**config.mk**
```make
export PLATFORM = sky130hd
export DESIGN_NAME = param_stack_flat
export DESIGN_NICKNAME = d
export VERILOG_FILES = /design/src/rtl/param_stack_if.sv /design/src/rtl/param_stack.sv /design/src/flat_wrapper.sv
export SDC_FILE = /design/constraint.sdc
export NUM_CORES = 1
export LEC_CHECK = 0
export ABC_AREA = 1
export BUFFER_PORTS_ARGS = -buffer_cell sky130_fd_sc_hd__buf_4
export CORE_ASPECT_RATIO = 0.7
export CORE_MARGIN = 2
export CORE_UTILIZATION = 45
export CTS_BUF_LIST = sky130_fd_sc_hd__clkbuf_4 sky130_fd_sc_hd__clkbuf_8
export DETAILED_ROUTE_END_ITERATION = 6
export PLACE_DENSITY = 0.66
export SYNTH_ARGS = -nofsm -noshare
export SYNTH_HDL_FRONTEND = slang
export SYNTH_SLANG_ARGS = --single-unit
```
**constraint.sdc**
```tcl
create_clock -name Clk -period 2 [get_ports Clk]
set_input_delay 0.1 -clock Clk [delete_from_list [all_inputs] [get_ports Clk]]
set_output_delay 0.1 -clock Clk [all_outputs]
set_load 0.02 [all_outputs]
```
**src/rtl/param_stack_if.sv**
```systemverilog
// Push/pop request and status bundle for param_stack.
// The stack is the slave. The driving side uses the master modport.
interface param_stack_if #(
  parameter int WIDTH = 4,
  parameter int DEPTH = 8
);
  localparam int CW = $clog2(DEPTH + 1);

  logic             push;
  logic             pop;
  logic [WIDTH-1:0] Data_In;
  logic [WIDTH-1:0] Data_Out;
  logic [CW-1:0]    Count;
  logic             Full;
  logic             Empty;
  logic             AlmostFull;
  logic             Error;

  modport master (
    output push, pop, Data_In,
    input  Data_Out, Count, Full, Empty, AlmostFull, Error
  );

  modport slave (
    input  push, pop, Data_In,
    output Data_Out, Count, Full, Empty, AlmostFull, Error
  );
endinterface

```
**src/rtl/param_stack.sv**
```systemverilog
// Parameterised LIFO stack with registered data, occupancy, flags and error.
// Define PARAM_STACK_STICKY_ERR_EN to hold Error until reset. Without it, Error is a one-cycle pulse.
module param_stack #(
  parameter int WIDTH    = 4,
  parameter int DEPTH    = 8,
  parameter int AF_LEVEL = DEPTH - 1
) (
  input logic         Clk,
  input logic         Rst,
  param_stack_if.slave bus
);
  localparam int CW = $clog2(DEPTH + 1);
  localparam int AW = $clog2(DEPTH);
  localparam logic [CW-1:0] DEPTH_C = CW'(DEPTH);
  localparam logic [CW:0]   AF_C    = (CW + 1)'(AF_LEVEL);

  logic [WIDTH-1:0] mem_r [DEPTH];
  logic [CW-1:0]    count_r, count_s;
  logic [WIDTH-1:0] dout_r, dout_s;
  logic             err_r, err_s, fault_s;
  logic             full_r, empty_r, af_r;
  logic             wr_en_s;
  logic [AW-1:0]    wr_addr_s, top_s;

  assign top_s = AW'(count_r - CW'(1));

  // Next-state decode for each push/pop combination
  always_comb begin
    count_s   = count_r;
    dout_s    = dout_r;
    fault_s   = 1'b0;
    wr_en_s   = 1'b0;
    wr_addr_s = top_s;
    case ({bus.push, bus.pop})
      2'b10: begin
        if (count_r != DEPTH_C) begin
          wr_en_s   = 1'b1;
          wr_addr_s = AW'(count_r);
          count_s   = count_r + CW'(1);
        end else begin
          fault_s = 1'b1;
        end
      end
      2'b01: begin
        if (count_r != CW'(0)) begin
          dout_s  = mem_r[top_s];
          count_s = count_r - CW'(1);
        end else begin
          fault_s = 1'b1;
        end
      end
      2'b11: begin
        // Replace the top entry, or pass the word straight through when empty
        if (count_r != CW'(0)) begin
          dout_s  = mem_r[top_s];
          wr_en_s = 1'b1;
        end else begin
          dout_s = bus.Data_In;
        end
      end
      default: begin
        count_s = count_r;
      end
    endcase
  end

  // Error policy: sticky or single-cycle pulse
  always_comb begin
`ifdef PARAM_STACK_STICKY_ERR_EN
    err_s = err_r | fault_s;
`else
    err_s = fault_s;
`endif
  end

  // Storage write. Memory is not reset, and writes are suppressed while in reset.
  always_ff @(posedge Clk) begin
    if (wr_en_s && !Rst) begin
      mem_r[wr_addr_s] <= bus.Data_In;
    end
  end

  // Pointer, output data, error and status flag registers
  always_ff @(posedge Clk) begin
    if (Rst) begin
      count_r <= CW'(0);
      dout_r  <= WIDTH'(0);
      err_r   <= 1'b0;
      full_r  <= 1'b0;
      empty_r <= 1'b1;
      af_r    <= (AF_C == (CW + 1)'(0));
    end else begin
      count_r <= count_s;
      dout_r  <= dout_s;
      err_r   <= err_s;
      full_r  <= (count_s == DEPTH_C);
      empty_r <= (count_s == CW'(0));
      af_r    <= ({1'b0, count_s} >= AF_C);
    end
  end

  assign bus.Count      = count_r;
  assign bus.Data_Out   = dout_r;
  assign bus.Error      = err_r;
  assign bus.Full       = full_r;
  assign bus.Empty      = empty_r;
  assign bus.AlmostFull = af_r;
endmodule

```
**src/flat_wrapper.sv**
```systemverilog
// flat-port wrapper written by rule: the top's interface ports become plain ports
module param_stack_flat 
#(
  parameter int WIDTH    = 4,
  parameter int DEPTH    = 8,
  parameter int AF_LEVEL = DEPTH - 1
)
  (Clk, Rst, bus_push, bus_pop, bus_Data_In, bus_Data_Out, bus_Count, bus_Full, bus_Empty, bus_AlmostFull, bus_Error);
  param_stack_if #(.WIDTH(WIDTH), .DEPTH(DEPTH)) bus_i ();
  input logic Clk;
  input logic Rst;
  input wire logic [$bits(bus_i.push)-1:0] bus_push;
  input wire logic [$bits(bus_i.pop)-1:0] bus_pop;
  input wire logic [$bits(bus_i.Data_In)-1:0] bus_Data_In;
  output wire logic [$bits(bus_i.Data_Out)-1:0] bus_Data_Out;
  output wire logic [$bits(bus_i.Count)-1:0] bus_Count;
  output wire logic [$bits(bus_i.Full)-1:0] bus_Full;
  output wire logic [$bits(bus_i.Empty)-1:0] bus_Empty;
  output wire logic [$bits(bus_i.AlmostFull)-1:0] bus_AlmostFull;
  output wire logic [$bits(bus_i.Error)-1:0] bus_Error;
  assign bus_i.push = bus_push;
  assign bus_i.pop = bus_pop;
  assign bus_i.Data_In = bus_Data_In;
  assign bus_Data_Out = bus_i.Data_Out;
  assign bus_Count = bus_i.Count;
  assign bus_Full = bus_i.Full;
  assign bus_Empty = bus_i.Empty;
  assign bus_AlmostFull = bus_i.AlmostFull;
  assign bus_Error = bus_i.Error;
  param_stack #(.WIDTH(WIDTH), .DEPTH(DEPTH), .AF_LEVEL(AF_LEVEL)) u_core (.Clk(Clk), .Rst(Rst), .bus(bus_i));
endmodule
```
==> results of run 1 <==
timing repair:
item | in CTS | in global routing
endpoints found under the setup margin | 0 | 8
hold buffers | 0 | 0
gates resized for setup | 0 | 2
cell usage in the layout, fill, tap and decap left out, types with 2 or more instances in the layout:
cell / netlist / routed
buf_4: 1 / 29
nor2_4: 1 / 2
nor2_2: 0 / 7
xor2_1: 2 / 2
a21oi_1: 6 / 6
ha_1: 5 / 5
nand2_2: 4 / 5
dfxtp_1: 12 / 10
nand4_1: 2 / 2
clkbuf_4: 1 / 2
nor2_1: 24 / 16
inv_1: 17 / 17
clkbuf_8: 0 / 5
nand3_1: 39 / 39
nand2_1: 74 / 73
edfxtp_1: 32 / 32
registers in the layout (all words and copies together), names as in the netlist:
signal,flops
u_core.bus.Full,1
u_core.bus.Empty,1
u_core.bus.Count,4
u_core.bus.Error,1
u_core.mem_r,32
u_core.bus.AlmostFull,1
u_core.bus.Data_Out,4
critical path: stages, from the launching register on:
cell	delay (ns)
dfxtp_4	0.34
inv_1	0.05
ha_1	0.25
buf_4	0.17
nand2_2	0.07
nand2_1	0.05
a21oi_1	0.19
nand2_1	0.20
nor2_2	0.26
worst max path at each step:
stage | start | to
floorplan | u_core.bus.Count[0]$_SDFF_PP0_ | u_core.mem_r[0][0]$_DFFE_PP_
finish | u_core.bus.Count[0]$_SDFF_PP0_ | u_core.mem_r[7][2]$_DFFE_PP_
detailed placement | u_core.bus.Count[0]$_SDFF_PP0_ | u_core.mem_r[4][1]$_DFFE_PP_
CTS | u_core.bus.Count[0]$_SDFF_PP0_ | u_core.mem_r[4][0]$_DFFE_PP_
global route | u_core.bus.Count[0]$_SDFF_PP0_ | u_core.mem_r[3][1]$_DFFE_PP_
global placement | u_core.bus.Count[0]$_SDFF_PP0_ | u_core.mem_r[6][3]$_DFFE_PP_
routing by layer:
layer	GRT usage (%)	vias up	wire (microns)	share of wire, %
li1	-	822	-	-
met1	28.6	722	2310	51
met2	26.5	37	1860	41
met3	4.08	7	268	6.0
met4	6.12	0	50	1.1
met5	0	-	0	0
power groups by stage:
stage                     Combinational (mW)  Sequential, mW  Clock, mW
after floorplan                        0.321            1.09          0
after global placement                 0.534            1.06          0
after detailed placement               0.534            1.06          0
after CTS                              0.536            1.04      0.560
after global routing                   0.593            1.04      0.595
final                                  0.538            1.04      0.552
cells in the mapped netlist:
cell type and n:
a211oi_1 1, a21oi_1 6, buf_2 4, buf_4 1, buf_6 1, clkbuf_1 1
clkbuf_4 1, dfxtp_1 12, edfxtp_1 32, ha_1 5, inv_1 17, inv_2 1
nand2_1 74, nand2_2 4, nand3_1 39, nand3_2 1, nand4_1 2, nor2_1 24
nor2_4 1, o21a_1 1, o21ai_0 1, o22ai_1 1, xor2_1 2
cell type report:
class / instances / share of cell area [%]
Sequential cell: 44 / 49.5
Inverter: 18 / 2.77
Tap cell: 55 / 2.82
Clock buffer: 7 / 3.44
Timing Repair Buffer: 29 / 8.93
Multi-Input combinational cell: 162 / 32.4
Clock inverter: 1 / 0.205
per-stage QoR:
stage               instances  total power, mW
floorplan                 232             1.41
global placement          308             1.59
detailed placement        308             1.59
CTS                       316             2.13
global route              316             2.23
finish                    316             2.13
kinds of logic (layout without fill, tap and decap cells):
kind of cell | count (synthesis) | after routing | share of synthesized area, %
buf+inv | 26 | 55 | 5.66
simple gates | 145 | 145 | 29.9
xor+xnor | 2 | 2 | 0.844
flops | 44 | 44 | 57.8
fa+ha+maj | 5 | 5 | 3.01
compound gates | 10 | 10 | 2.71
==> summary.md, run 1 <==
| Metric | Value |
|---|---|
| Root buf cell | `clkbuf_8` |
| Core box area | `4380 sq um` |
| Worst-path fanout max | `4` |
| Clk buf depth | `2` |
| Area grow syn2layout | `17.4%` |
| Dominant cells by area after synthesis | `edfxtp_1 46%, nand2_1 13%, dfxtp_1 12%` |
| Sequential share of power | `48.8%` |
| Design Area, Final | `2440 sq um` |
| Max_cap viols | `0` |
| Clk sinks | `44` |
| Max VDD drop | `0.000538 V` |
| N_diodes | `0` |
| H-Tree Depth | `2` |
| F_max | `0.529 GHz` |
| Starting Density | `47.4%` |
| Via count | `1588` |
| Fin. Hold Viols | `0` |
| Fillers | `403` |
| Hold WC Path Type | `primary input to register` |
| Synth top area share | `46.3%` |
| Sequential Area | `1210 sq um` |
| Status | `complete, no violations` |
| RSZ-0062 raised after global routing | `true` |
| Seq cells post-synth | `44` |
| Total CTS buffers | `5` |
| Share of post-route cells with drive strength above 1 | `21.5%` |
| Initial antenna violation count | `0` |
| Slew @ Worst Pin | `0.281 ns` |
| Worst r2r src | `u_core.bus.Count[0]$_SDFF_PP0_` |
| Slew headroom | `81.3%` |
| Power share of the clock group | `25.9%` |
| Placed Instance Area | `2340 sq um` |
| Data arrival, critical path | `1.87 ns` |
| Post-CTS setup buffers | `0` |
| Gr ovfl total | `0` |
| Die span in x | `85.2 microns` |
| Syn nets | `245` |
| Startpoint types | `register` |
| Drt initial violations | `113` |
| Total GRT Usage | `18.7%` |
| Critical path type | `register to register` |
| Gpl congestion | `0.840` |
| FP Rows | `20` |
| Hold Path Sink | `u_core.bus.Data_Out[1]$_SDFFE_PP0P_` |
| Final #Nets | `273` |
| R2R setup slack | `0.11 ns` |
| FF-to-FF path depth | `8` |
| First-pass GRT wire length | `7100 microns` |
| Vias in the first global route | `1416` |
| Pint | `1.49 mW` |
| Die area | `5180 sq um` |
| Worst r2r dst | `u_core.mem_r[7][2]$_DFFE_PP_` |
| Pin count of the biggest net entering global routing | `23` |
| Register area share after synthesis | `57.8%` |
| Setup WS pre-CTS | `0.153 ns` |
| Ys Warns | `0` |
| Die Height | `60.8 microns` |
| Hold Slack | `0.0490 ns` |
| Synth area leader | `edfxtp_1` |
| Via density | `5.03` |
| Post-DP HPWL | `3350 microns` |
| NetSw | `0.644 mW` |
| Fin Setup TNS | `0 ns` |
| P_leak | `1.05 nW` |
| Post-Syn Area per Cell | `8.95 sq um` |
| Count of cell types in the netlist | `23` |
| DRT Pass-1 Iters | `4` |
| ANT nets after route | `0` |
| Period utilization | `94.5%` |
| Slew Viols, Final | `0` |
| Clock Skews | `0.0141 ns` |
| Clock Pin Slew Worst Setup and Hold Paths | `0.08 ns` |
| Hold Crit Depth | `2` |
| Port Buffer Count | `19` |
| Wire per inst | `14.2 microns` |
| I/O Pins | `20` |
| Final setup viols | `0` |
| Switching share of power | `30.2%` |
| Fin util | `55.7%` |
| DRT Wirelength | `4480 microns` |
| Hold Startpoint | `Rst` |
| Crit path time final | `1.89 ns` |
| Critical path capture point type | `register` |
| Final worst slack | `0.111 ns` |
| P per Cell Area | `873 nW/um^2` |
| WP data required | `1.98 ns` |
| DR DRC count | `0` |
| Multi-input logic area | `790 sq um` |
| CTS tree | `built` |
| Syn Inst Count | `232` |
| Cell area after synthesis | `2080 sq um` |
| Clk_lat worst skew | `0.30 ns` |
| Comb pwr share | `25.3%` |
Note: power is estimated with default switching activity, not from simulation.
==> run 2, diff against run 1 <==
Settings changed: REMOVE_ABC_BUFFERS set to 1.
==> run 2 against run 1 <==
  * Critical path depth stayed put
  * Count of clock-buffer cells in the layout is 1 lower
  * First-iteration DRC count is 42% higher
  * Via count is 4.0% higher
  * Wire length is 5.5% higher
  * Largest power group unchanged
==> summary.md, run 2 (same netlist as run 1, synthesis figures left out) <==
| Metric | Value |
|---|---|
| Status | `complete, no violations` |
| NetSw | `0.641 mW` |
| Largest reg by FF count | `u_core.mem_r` |
| ANT nets after route | `0` |
| Sequential Area | `1200 sq um` |
| Multi-input logic area | `776 sq um` |
| F_max | `0.556 GHz` |
| Hold buffers post-CTS | `0` |
| Design Area, Final | `2430 sq um` |
| Clock Skews | `0.00634 ns` |
| Clk_lat worst skew | `0.29 ns` |
| N_diodes | `0` |
| Setup WS pre-CTS | `0.0626 ns` |
| Die span in x | `85.2 microns` |
| Max_cap viols | `0` |
| Critical path type | `register to register` |
| Total CTS buffers | `5` |
| Comb pwr share | `25.4%` |
| Hold WC Path Type | `primary input to register` |
| Core box area | `4380 sq um` |
| Fin util | `55.5%` |
| Vias in the first global route | `1477` |
| Wire per inst | `14.9 microns` |
| Switching share of power | `30.5%` |
| Via count | `1651` |
| Fin. Hold Viols | `0` |
| R2R setup slack | `0.20 ns` |
| Startpoint types | `register` |
| Flip-flop count of the largest register after layout | `32` |
| Max VDD drop | `0.000576 V` |
| Number of gates resized after CTS | `0` |
| Worst-path fanout max | `6` |
| First-pass GRT wire length | `7740 microns` |
| Crit path time final | `1.80 ns` |
| Final #Nets | `275` |
| FP Rows | `20` |
| Slew Viols, Final | `0` |
| Total GRT Usage | `20.5%` |
| Clk buf depth | `2` |
| DRT Wirelength | `4730 microns` |
| Clk sinks | `44` |
| Area grow syn2layout | `17.0%` |
| Period utilization | `90.0%` |
| Power share of the clock group | `25.4%` |
| Slew headroom | `75.7%` |
| Port Buffer Count | `19` |
| Clock Pin Slew Worst Setup and Hold Paths | `0.08 ns` |
| Fin Setup TNS | `0 ns` |
| P_leak | `1.05 nW` |
| Fillers | `389` |
| DR DRC count | `0` |
| Post-CTS setup buffers | `0` |
| Gr ovfl total | `0` |
| RSZ-0062 raised after global routing | `false` |
| Pwr Total | `2.11 mW` |
| Critical path capture point type | `register` |
| Final worst slack | `0.200 ns` |
| Sequential share of power | `49.3%` |
| Placed Instance Area | `2330 sq um` |
| H-Tree Depth | `2` |
| I/O Pins | `20` |
| Via density | `5.19` |
| CTS tree | `built` |
| Most common cell after layout, fill and taps aside | `nand2_1` |
| Pint | `1.46 mW` |
| Post-DP HPWL | `3480 microns` |
| Initial antenna violation count | `0` |
| Slew @ Worst Pin | `0.364 ns` |
| DRT Pass-1 Iters | `5` |
| Root buf cell | `clkbuf_8` |
| Most frequent cells in the layout | `74 x nand2_1, 39 x nand3_1, 32 x edfxtp_1, 31 x buf_4, 18 x nor2_1` |
| Pin count of the biggest net entering global routing | `23` |
| Die area | `5180 sq um` |
| Starting Density | `47.4%` |
| Drt initial violations | `160` |
| Share of post-route cells with drive strength above 1 | `19.4%` |
| Die Height | `60.8 microns` |
| WP data required | `2.01 ns` |
| Final setup viols | `0` |
| Gpl congestion | `0.903` |
| P per Cell Area | `867 nW/um^2` |
| Data arrival, critical path | `1.81 ns` |
run 2: cell count changes in the layout (fill, tap and decap cells not counted), sizes merged:
cell and change:
buf +2, clkbuf -1, clkinv +1
run 2: layout make-up:
type,count,share of cell area (%)
sequential,44,49.4
multi-input combinational,162,31.9
timing repair buffer,31,9.58
clock buffer,6,3.14
tap,55,2.83
inverter,18,2.78
clock inverter,2,0.309
run 2: final timing paths:
kind,cells past startpoint,from,to
hold reg to reg,2,u_core.bus.Data_Out[2]$_SDFFE_PP0P_,u_core.bus.Data_Out[2]$_SDFFE_PP0P_
setup / recovery,8,u_core.bus.Count[0]$_SDFF_PP0_,u_core.mem_r[2][1]$_DFFE_PP_
setup reg to reg,8,u_core.bus.Count[0]$_SDFF_PP0_,u_core.mem_r[2][1]$_DFFE_PP_
hold / removal,2,Rst,u_core.bus.Data_Out[3]$_SDFFE_PP0P_
run 2: layer usage:
metal,up-vias,routed length (microns),GRT usage [%]
met1,758,2460,34.5
met5,-,0,0
met4,0,41,4.76
met3,7,362,4.63
met2,64,1870,25.9
li1,822,-,-
run 2: worst max-delay path, cell delays in order, from the launching register on:
cell	delay (ns)
dfxtp_1	0.31
inv_1	0.07
ha_2	0.25
nand3_2	0.10
nand2_2	0.13
xor2_1	0.19
nand2_1	0.17
nor2_1	0.14
buf_4	0.15
run 2: power by group through the flow:
stage	clock network, mW	logic (mW)	registers [mW]
finish	0.535	0.534	1.04
global route	0.587	0.601	1.04
floorplan	0	0.277	1.10
CTS	0.549	0.523	1.04
global placement	0	0.518	1.06
detailed placement	0	0.521	1.06
run 2: metrics by stage:
stage                     hold WS, ns  std cells
final                          0.0601        318
after floorplan                 0.169        224
after CTS                      0.0514        318
after global routing           0.0565        318
after detailed placement        0.364        310
after global placement          0.364        310
==> run 3, diff against run 2 <==
Settings changed: PLACE_DENSITY 0.66 to unset.
Clock period 2 ns to 1.7 ns, I/O delays scaled along.
==> run 3 against run 2 <==
  * Maximum frequency increased by 10%
  * Highest routed layer unchanged
  * Combinational power increased by 28%
  * Critical endpoint is now u_core.mem_r[6][3]$_DFFE_PP_
  * Die area unchanged
  * Clock skew decreased by 0.0011 ns
==> summary.md, run 3 (same netlist as run 1, synthesis figures left out) <==
| Metric | Value |
|---|---|
| Status | `complete, no violations` |
| Slew @ Worst Pin | `0.294 ns` |
| F_max | `0.612 GHz` |
| Highest Signal Layer | `met4` |
| Most common cell after layout, fill and taps aside | `nand2_1` |
| Placed Instances | `316` |
| WP data required | `1.71 ns` |
| Fin Setup TNS | `0 ns` |
| Fin util | `58.3%` |
| Root buf cell | `clkbuf_8` |
| Vias in the first global route | `1556` |
| P_leak | `1.10 nW` |
| DRT Wirelength | `4730 microns` |
| Clk_lat worst skew | `0.29 ns` |
| H-Tree Depth | `2` |
| Data arrival, critical path | `1.64 ns` |
| M1 WL | `2320 microns` |
| Post-Layout Cell Count | `325` |
| Critical path type | `register to register` |
| Area grow syn2layout | `23.0%` |
| Starting Density | `47.4%` |
| Port Buffer Count | `19` |
| DR WL met2 | `2020 microns` |
| Routed wire length on met3 | `369 microns` |
| Clk buf depth | `2` |
| I/O Pins | `20` |
| Final setup viols | `0` |
| Die area | `5180 sq um` |
| DRT Pass-1 Iters | `4` |
| DR DRC count | `0` |
| Hold Slack | `0.0497 ns` |
| Flip-flop count of the largest register after layout | `32` |
| Total CTS buffers | `5` |
| Wire per inst | `14.5 microns` |
| Worst-path fanout max | `6` |
| FP Rows | `20` |
| Die Height | `60.8 microns` |
| Core box area | `4380 sq um` |
| Final #Nets | `282` |
| Fin. Hold Viols | `0` |
| Crit path time final | `1.63 ns` |
| Period utilization | `96.0%` |
| Hold WC Path Type | `primary input to register` |
| First-pass GRT wire length | `7690 microns` |
| P per Cell Area | `1000 nW/um^2` |
| R2R setup slack | `0.07 ns` |
| Via count | `1689` |
| CTS tree | `built` |
| Gr ovfl total | `0` |
| Gpl congestion | `0.850` |
| Share of post-route cells with drive strength above 1 | `26.3%` |
| ANT nets after route | `0` |
| Slew headroom | `80.4%` |
| Clock Skews | `0.00521 ns` |
| Clk sinks | `44` |
| Clock Pin Slew Worst Setup and Hold Paths | `0.08 ns` |
| Pin count of the biggest net entering global routing | `23` |
| Largest reg by FF count | `u_core.mem_r` |
| Slew Viols, Final | `0` |
| Max_cap viols | `0` |
| Die span in x | `85.2 microns` |
| Hold buffers post-CTS | `0` |
| N_diodes | `0` |
| Total GRT Usage | `19.8%` |
| Initial antenna violation count | `0` |
| Via density | `5.20` |
| Drt initial violations | `138` |
| Critical path capture point type | `register` |
| Post-DP HPWL | `3340 microns` |
| Most frequent cells in the layout | `71 x nand2_1, 39 x nand3_1, 37 x buf_4, 32 x edfxtp_1, 19 x nor2_1` |
| Max VDD drop | `0.000666 V` |
| Startpoint types | `register` |
run 3: cell types whose count changed in the layout (fill, tap and decap cells not counted), moves of 2 or more:
cell and delta:
dfxtp_2 +3, a21oi_2 +2, buf_4 +6, inv_1 -2, nand2_1 -3, nand2_2 +2, dfxtp_1 -3, a21oi_1 -2
inv_2 +2
run 3: timing repair:
item	CTS	global route
endpoints found under the setup margin	32	35
buffers inserted	0	1
gates resized for setup	7	18
hold endpoints to repair	0	0
pin swaps	0	3
run 3: cell type report:
type                            instances  area (sq um)
Clock buffer                            7          83.8
Sequential cell                        44          1200
Inverter                               18          67.6
Timing Repair Buffer                   38           289
Fill cell                             385          1820
Clock inverter                          1          3.75
Multi-Input combinational cell        162           837
Tap cell                               55          68.8
run 3: critical path: stages (launching register included):
cell and delay, ns:
dfxtp_2 0.32, inv_2 0.07, ha_4 0.17, nand3_4 0.11, nand2_8 0.12, xor2_2 0.17
nand2_2 0.11, nor2_1 0.12, buf_4 0.15
run 3: metrics by stage:
step	setup slack (ns)	cell area, sq um	power [mW]
CTS	0.00945	2480	2.53
global placement	-0.114	2370	1.87
finish	0.0673	2550	2.56
detailed placement	-0.166	2370	1.87
global route	-0.0238	2550	2.69
floorplan	-1.04	2030	1.62
run 3: routing by layer:
metal / global-route usage, % / up-vias
met5: 0 / -
met3: 5.58 / 2
li1: - / 834
met2: 27.7 / 61
met1: 30.4 / 792
met4: 4.76 / 0
run 3: path summary, 6_finish.rpt:
check	endpoint	depth (start not counted)	from
setup / recovery	u_core.mem_r[6][3]$_DFFE_PP_	8	u_core.bus.Count[1]$_SDFF_PP0_
hold / removal	u_core.bus.Count[2]$_SDFF_PP0_	2	Rst
setup reg to reg	u_core.mem_r[6][3]$_DFFE_PP_	8	u_core.bus.Count[1]$_SDFF_PP0_
hold reg to reg	u_core.bus.Data_Out[0]$_SDFFE_PP0P_	2	u_core.bus.Data_Out[0]$_SDFFE_PP0P_
run 3: report_power, final:
group	switching (mW)	leakage, nW	total [mW]	internal, mW
Clock	0.332	0.0467	0.651	0.318
Sequential	0.0227	0.388	1.22	1.20
Combinational	0.425	0.667	0.684	0.258
Total	0.780	1.10	2.56	1.78
